==> config.mk <==
export PLATFORM = sky130hd
export DESIGN_NAME = mux_scan_ctrl_flat
export DESIGN_NICKNAME = d
export VERILOG_FILES = /design/src/rtl/mux_scan_if.sv /design/src/rtl/mux_scan_ctrl.sv /design/src/flat_wrapper.sv
export SDC_FILE = /design/constraint.sdc
export NUM_CORES = 1
export LEC_CHECK = 0
export CAP_MARGIN = 20
export CORE_MARGIN = 5
export CORE_UTILIZATION = 46
export CTS_BUF_LIST = sky130_fd_sc_hd__clkbuf_8
export CTS_CLUSTER_DIAMETER = 60
export DETAILED_ROUTE_END_ITERATION = 7
export PLACE_DENSITY = 0.7
export SKIP_LAST_GASP = 1
export SLEW_MARGIN = 20
export SYNTH_ARGS = -nofsm -noshare
export SYNTH_HDL_FRONTEND = slang
export SYNTH_SLANG_ARGS = --single-unit
==> constraint.sdc <==
create_clock -name clk -period 1.9 [get_ports clk]
set_input_delay 0.19 -clock clk [delete_from_list [all_inputs] [get_ports clk]]
set_output_delay 0.19 -clock clk [all_outputs]
set_load 0.005 [all_outputs]
==> src/rtl/mux_scan_if.sv <==
// mux_scan_if: mux select/feedback and sample valid/ready bundle; smp_cnt exists only with MUX_SCAN_STATS_EN
interface mux_scan_if;
  logic       run;
  logic [3:0] ch_en;
  logic       I0;
  logic       I1;
  logic       Q;
  logic       smp_data;
  logic [1:0] smp_ch;
  logic       smp_valid;
  logic       smp_ready;
`ifdef MUX_SCAN_STATS_EN
  logic [15:0] smp_cnt;
`endif
  modport master (
    input  run, ch_en, Q, smp_ready,
`ifdef MUX_SCAN_STATS_EN
    output smp_cnt,
`endif
    output I0, I1, smp_data, smp_ch, smp_valid
  );
  modport slave (
    output run, ch_en, Q, smp_ready,
`ifdef MUX_SCAN_STATS_EN
    input  smp_cnt,
`endif
    input  I0, I1, smp_data, smp_ch, smp_valid
  );
endinterface

==> src/rtl/mux_scan_ctrl.sv <==
// mux_scan_ctrl: round-robin 4:1 mux scanner with dwell, Q sampling and valid/ready output
// Optional handshake counter smp_cnt enabled by MUX_SCAN_STATS_EN.
module mux_scan_ctrl #(
  parameter int DWELL = 4,
  parameter int CNT_W = 8
) (
  input logic         clk,
  input logic         rst,
  mux_scan_if.master  bus
);
  typedef enum logic [1:0] {IDLE, SETTLE, PRESENT} state_t;
  state_t state, state_n;
  logic [1:0] cur_ch, nxt_ch;
  logic [CNT_W-1:0] cnt;
  logic go, hs, done, sel;
  assign go   = bus.run && |bus.ch_en;
  assign hs   = bus.smp_valid && bus.smp_ready;
  assign done = cnt == CNT_W'(DWELL - 1);
  assign sel  = go && (state == IDLE || (state == PRESENT && hs));
  // Offsets scanned 4 down to 1 so the nearest enabled channel after cur_ch wins.
  always_comb begin
    nxt_ch = cur_ch;
    for (int k = 4; k >= 1; k--)
      if (bus.ch_en[cur_ch + 2'(k)]) nxt_ch = cur_ch + 2'(k);
  end
  always_comb begin
    state_n = state;
    unique case (state)
      IDLE:    state_n = go ? SETTLE : IDLE;
      SETTLE:  state_n = done ? PRESENT : SETTLE;
      PRESENT: state_n = hs ? (go ? SETTLE : IDLE) : PRESENT;
      default: state_n = IDLE;
    endcase
  end
  always_ff @(posedge clk) begin
    if (rst) begin
      state         <= IDLE;
      cur_ch        <= 2'd3;
      bus.I1        <= 1'b1;
      bus.I0        <= 1'b0;
      bus.smp_data  <= 1'b0;
      bus.smp_ch    <= 2'd0;
      bus.smp_valid <= 1'b0;
      cnt           <= '0;
    end else begin
      state <= state_n;
      if (sel) begin
        cur_ch <= nxt_ch;
        bus.I1 <= nxt_ch[1];
        bus.I0 <= ~nxt_ch[0];
        cnt    <= '0;
      end else if (state == SETTLE && !done) begin
        cnt <= cnt + 1'b1;
      end
      if (state == SETTLE && done) begin
        bus.smp_data  <= bus.Q;
        bus.smp_ch    <= cur_ch;
        bus.smp_valid <= 1'b1;
      end else if (state == PRESENT && hs) begin
        bus.smp_valid <= 1'b0;
      end
    end
  end
`ifdef MUX_SCAN_STATS_EN
  always_ff @(posedge clk) begin
    if (rst) bus.smp_cnt <= '0;
    else if (hs) bus.smp_cnt <= bus.smp_cnt + 1'b1;
  end
`endif
endmodule

==> src/flat_wrapper.sv <==
// flat-port wrapper written by rule: the top's interface ports become plain ports
module mux_scan_ctrl_flat 
#(
  parameter int DWELL = 4,
  parameter int CNT_W = 8
)
  (clk, rst, bus_run, bus_ch_en, bus_Q, bus_smp_ready, bus_I0, bus_I1, bus_smp_data, bus_smp_ch, bus_smp_valid);
  mux_scan_if bus_i ();
  input logic clk;
  input logic rst;
  input wire logic [$bits(bus_i.run)-1:0] bus_run;
  input wire logic [$bits(bus_i.ch_en)-1:0] bus_ch_en;
  input wire logic [$bits(bus_i.Q)-1:0] bus_Q;
  input wire logic [$bits(bus_i.smp_ready)-1:0] bus_smp_ready;
  output wire logic [$bits(bus_i.I0)-1:0] bus_I0;
  output wire logic [$bits(bus_i.I1)-1:0] bus_I1;
  output wire logic [$bits(bus_i.smp_data)-1:0] bus_smp_data;
  output wire logic [$bits(bus_i.smp_ch)-1:0] bus_smp_ch;
  output wire logic [$bits(bus_i.smp_valid)-1:0] bus_smp_valid;
  assign bus_i.run = bus_run;
  assign bus_i.ch_en = bus_ch_en;
  assign bus_i.Q = bus_Q;
  assign bus_i.smp_ready = bus_smp_ready;
  assign bus_I0 = bus_i.I0;
  assign bus_I1 = bus_i.I1;
  assign bus_smp_data = bus_i.smp_data;
  assign bus_smp_ch = bus_i.smp_ch;
  assign bus_smp_valid = bus_i.smp_valid;
  mux_scan_ctrl #(.DWELL(DWELL), .CNT_W(CNT_W)) u_core (.clk(clk), .rst(rst), .bus(bus_i));
endmodule
; Word-level counts from Yosys, hierarchy flattened
; Cells that the tools add are included.
[word_totals]
regBits = 18
input_bits = 9
out_inout_bits = 6
word_cells = 46
[op_classes]
addsub = 4
n_lt_le_gt_ge = 3
n_eq_ne = 3
mux = 15
bitwise_logic = 1
n_reduce_logical = 12
[op_table]
columns = cell, n
row1 = 2-bit 2-to-1 mux, 5
row2 = "2-bit by 3-bit < comparator with 1-bit output, second input constant", 3
row3 = "8-bit by 1-bit adder with 8-bit output, second input constant", 1
row4 = "8-bit by 2-bit == test with 1-bit output, second input constant", 1
row5 = 1-bit binary-select mux with 2-bit select, 3
row6 = 1-bit logical AND, 6
row7 = 1-bit 2-to-1 mux, 6
row8 = 2-bit case mux with 3 select lines, 1
row9 = "2-bit adder, second input constant", 2
row10 = 4-bit OR reduction, 1
row11 = "2-bit by 1-bit adder with 2-bit output, second input constant", 1
row12 = "2-bit by 1-bit == test with 1-bit output, second input constant", 1
row13 = "2-bit == test, second input constant", 1
row14 = 2-bit zero test, 1
row15 = 2-bit nonzero test, 1
row16 = 2-bit OR reduction, 1
row17 = 1-bit zero test, 1
row18 = 1-bit logical OR, 1
row19 = 1-bit inverter, 1

; Logic depth before layout (Yosys ltp)
[logic_depth]
depth_word = 7
depth_mapped = 6
ltp_nobuf = 5

; Worst setup path before layout
; No wires, ideal clock.
[synth_timing]
kind = reg-to-reg
from = reg u_core.cnt[0]
to = reg u_core.bus.smp_ch[0]
setup_time_ns = 0.117
arrival_ns = 1.277
required_time_ns = 1.783
path_slack_ns = 0.506
stages_incl_launch_ff = 6
n_path_buf = 0
synth_period_minus_slack_ns = 1.394
path_cell_list = dfxtp_1 -> ha_1 -> nor4b_2 -> nand3_1 -> mux2i_1 -> nor2_1
[synth_between]
elab_chain_cells = 2
[synth_rtl]
columns = element, line_no
row1 = "start, declared", mux_scan_ctrl.sv:14  ; logic [CNT_W-1:0] cnt;
row2 = "start signal, assigned", mux_scan_ctrl.sv:53  ; cnt <= cnt + 1'b1;
row3 = 8-bit by 2-bit == test with 1-bit output, mux_scan_ctrl.sv:18  ; assign done = cnt == CNT_W'(DWELL - 1);
row4 = 1-bit logical AND, mux_scan_ctrl.sv:55  ; if (state == SETTLE && done) begin
row5 = "end signal, assigned", mux_scan_ctrl.sv:57  ; bus.smp_ch <= cur_ch;
row6 = "end, declared", mux_scan_if.sv:20  ; output I0, I1, smp_data, smp_ch, smp_valid
; Every way passes these cells.
; A chain may end at the register's enable or synchronous reset.

; Final worst setup path
[layout_timing]
from = reg u_core.cnt[0]
to = reg u_core.bus.smp_data
[layout_between]
elab_chain_cells = 2
[layout_rtl]
columns = element, line_no
row1 = 8-bit by 2-bit == test with 1-bit output, mux_scan_ctrl.sv:18
row2 = 1-bit logical AND, mux_scan_ctrl.sv:55
row3 = "end signal, assigned", mux_scan_ctrl.sv:56  ; bus.smp_data <= bus.Q;
row4 = "end, declared", mux_scan_if.sv:20
; Every way passes these cells.

==> results.toml <==
[floorplan]
die_x_um = 56.5
ioPinCount = 15
coreArea_um2 = 2000
num_rows = 16
start_util_pct = 49.7
die_area_um2 = 3190
die_h_um = 56.5

[clock_tree]
insertion_delay_ps = 250
cts_made_buffers = 3
cts_sinks = 17
cts_root_buf = "clkbuf_8"
cts_tree = "built"
htree_levels = 1
post_cts_buffers = 0
cts_resized = 0
clock_path_buffers = 2
clkTransAtPathRegs_ps = 70
ctsHoldBuffers = 0

[worst_hold_path]
hp-start = "u_core.bus.smp_valid"
holdPathEnd = "u_core.bus.smp_valid"
hold_class = "reg -> reg"
hold_depth = 2

[final_layout]
drive_above_1_share_pct = 10.5
final_cell_area_um2 = 1170
syn_to_final_growth_pct = 18.1
regArea_um2 = 340
fin_util_pct = 58.7
nets = 135
stdcell_count = 151
multi_input_area_um2 = 588
antenna_cells = 0
num-fill-cells = 202

[yosys]
synth_nets = 120
synth_top_cells_by_count = "19 x nor2_1, 17 x dfxtp_1, 6 x mux2i_1"
synth_top_area_share_pct = 34.2
synth-simple-area-share_pct = 33.7
synth_cells = 110
ys.warnings.count = 0
ys_ff_latch = 17
synthMuxAreaShare_pct = 6.04
synth_cell_types = 41
avgSynthCellArea_um2 = 9.04
yosysMostFrequentCell = "nor2_1"
ys_seq_area_share_pct = 34.2
synth_top_cell_by_area = "dfxtp_1"
synth_compound_area_share_pct = 11.9
synth_area_leaders = "dfxtp_1 34%, nor2_1 7.2%, mux2i_1 6.0%, buf_6 4.5%, xnor2_1 3.5%"
syn_area_um2 = 995
async_flop_share_pct = 0
synthAdderAreaFrac_pct = 1.26
synth_top_family_by_area = "simple AND/OR/NAND/NOR gates"
synth-xor-area-share_pct = 6.16
ys.flop_type = "dfxtp_1"
synth_enable_flop_cells = 0

[critical_path]
r2r_setup_slack_ps = 230
required_ps = 2030
crit_arrival_ps = 1800
path_class = "reg -> reg"
r2r-start = "u_core.cnt[0]"
cp-end-kind = "flip-flop"
cp-start-kind = "flip-flop"
crit_fanout = 4
worstRegToRegCells = 5
r2r_end = "u_core.bus.smp_data"

[sta]
fin_setup_tns_ps = 0
maxSlewHeadroom_pct = 62.5
rsz0062_at_grt = "no"
whs_ps = 476
final_max_slew_viol_count = 0
finalCritPeriodShare_pct = 87.9
finalSetupViolCount = 0
finalCriticalPeriod_ps = 1670
tightest_slew_ps = 561
hold_violations = 0
maxClockFrequency_mhz = 599
finClkSkew_ps = 2.02
setup_ws_ps = 230

[global_routing]
grt_pass1_vias = 780
grt_usage_pct = 13.2
grt_max_degree = 17
grt_pass1_wl_um = 3340
gr-total-overflow = 0
antenna_found_initial = 0

[placement]
globalplace.congestion = 0.795
place_area_um2 = 1130
dp.cells = 147
dp_hpwl_um = 1440
pre_cts_ws_ps = 88.8
io_buffer_count = 14

[route]
ant_nets = 0
detail_route.first_pass.iterations = 4
routed.top_layer = "met4"
wl_met2_um = 851
wl_met1_um = 1000
via_per_inst = 5.42
wl_met3_um = 97
drt_iter0_drc = 7
vias = 819
wl_um = 1990
wl_per_cell_um = 13.2
drc = 0

[run_status]
status = "finished clean"

[run]
max_cap_violations = 0

[pwr]
total_power_uw = 798
vdd_drop_max_uv = 417
powerDensity_nw_per_um2 = 679
p_leak_nw = 0.452
layout make-up:
cell class | instances | share of cell area, %
flip-flops and latches | 17 | 29.0
clock inverters | 1 | 0.426
inverters | 3 | 0.958
repair buffers | 16 | 13.2
clock buffers | 3 | 3.51
multi-input cells | 84 | 50.1
well taps | 27 | 2.88
cells by family (layout without fill, tap and decap cells):
kind of cell	Yosys count	in the layout
AND/OR/NAND/NOR	54	54
flip-flops	17	17
AO/OA/AOI/OAI	16	16
buffers and inverters	9	23
XOR/XNOR	7	7
multiplexers	6	6
adder cells (fa/ha/maj)	1	1
routing by layer:
metal,vias up,track usage (%)
met5,-,0
met4,0,8.14
met3,6,3.44
met2,17,19.8
met1,375,16.6
li1,421,-
power by group:
group	total, mW	internal, mW	switching, mW	leakage, nW
registers	0.397	0.369	0.0280	0.138
clock network	0.275	0.146	0.130	0.0255
logic	0.126	0.0697	0.0565	0.288
total	0.798	0.584	0.214	0.452
flip-flops by register name, indices dropped and copies added, names as in the netlist:
signal                flops
u_core.bus.smp_ch         2
u_core.bus.I0             1
u_core.bus.smp_data       1
u_core.state              2
u_core.cnt                8
u_core.bus.I1             1
u_core.cur_ch             1
u_core.bus.smp_valid      1
placed cells by master (no fill, tap or decap), types with 2 or more instances in the layout:
master           netlist  routed
nand4_1                3       3
o211ai_1               2       2
nor2b_1                2       2
xnor2_1                4       4
xor2_1                 3       3
clkbuf_8               0       3
dfxtp_1               17      17
nand3_1                3       3
a21boi_0               2       2
a31oi_1                2       2
nor2_1                19      19
nor3_1                 4       4
clkdlybuf4s50_1        0      14
nand3b_1               2       2
nand2b_1               3       3
inv_1                  3       3
mux2i_1                6       6
nand2_1                5       5
a21o_1                 2       2
buf_4                  0       2
a21oi_1                2       2
worst max-delay path by stage:
stage	start	to	slack, ps
finish	u_core.cnt[0]	u_core.bus.smp_data	230
global route	u_core.cnt[0]	u_core.bus.smp_data	30
CTS	u_core.cnt[0]	u_core.bus.smp_data	220
detailed placement	bus_ch_en[1]	u_core.cnt[6]	90
global placement	bus_ch_en[1]	u_core.bus.I0	140
floorplan	u_core.cnt[0]	u_core.bus.smp_ch[0]	510
critical path: stages, from the launching register on:
cell     delay, ps
dfxtp_1        370
ha_1           200
nor4b_2        380
nand3_1        320
mux2i_1        220
nor2_1          50
No activity file was read; power rests on OpenSTA's default activity.
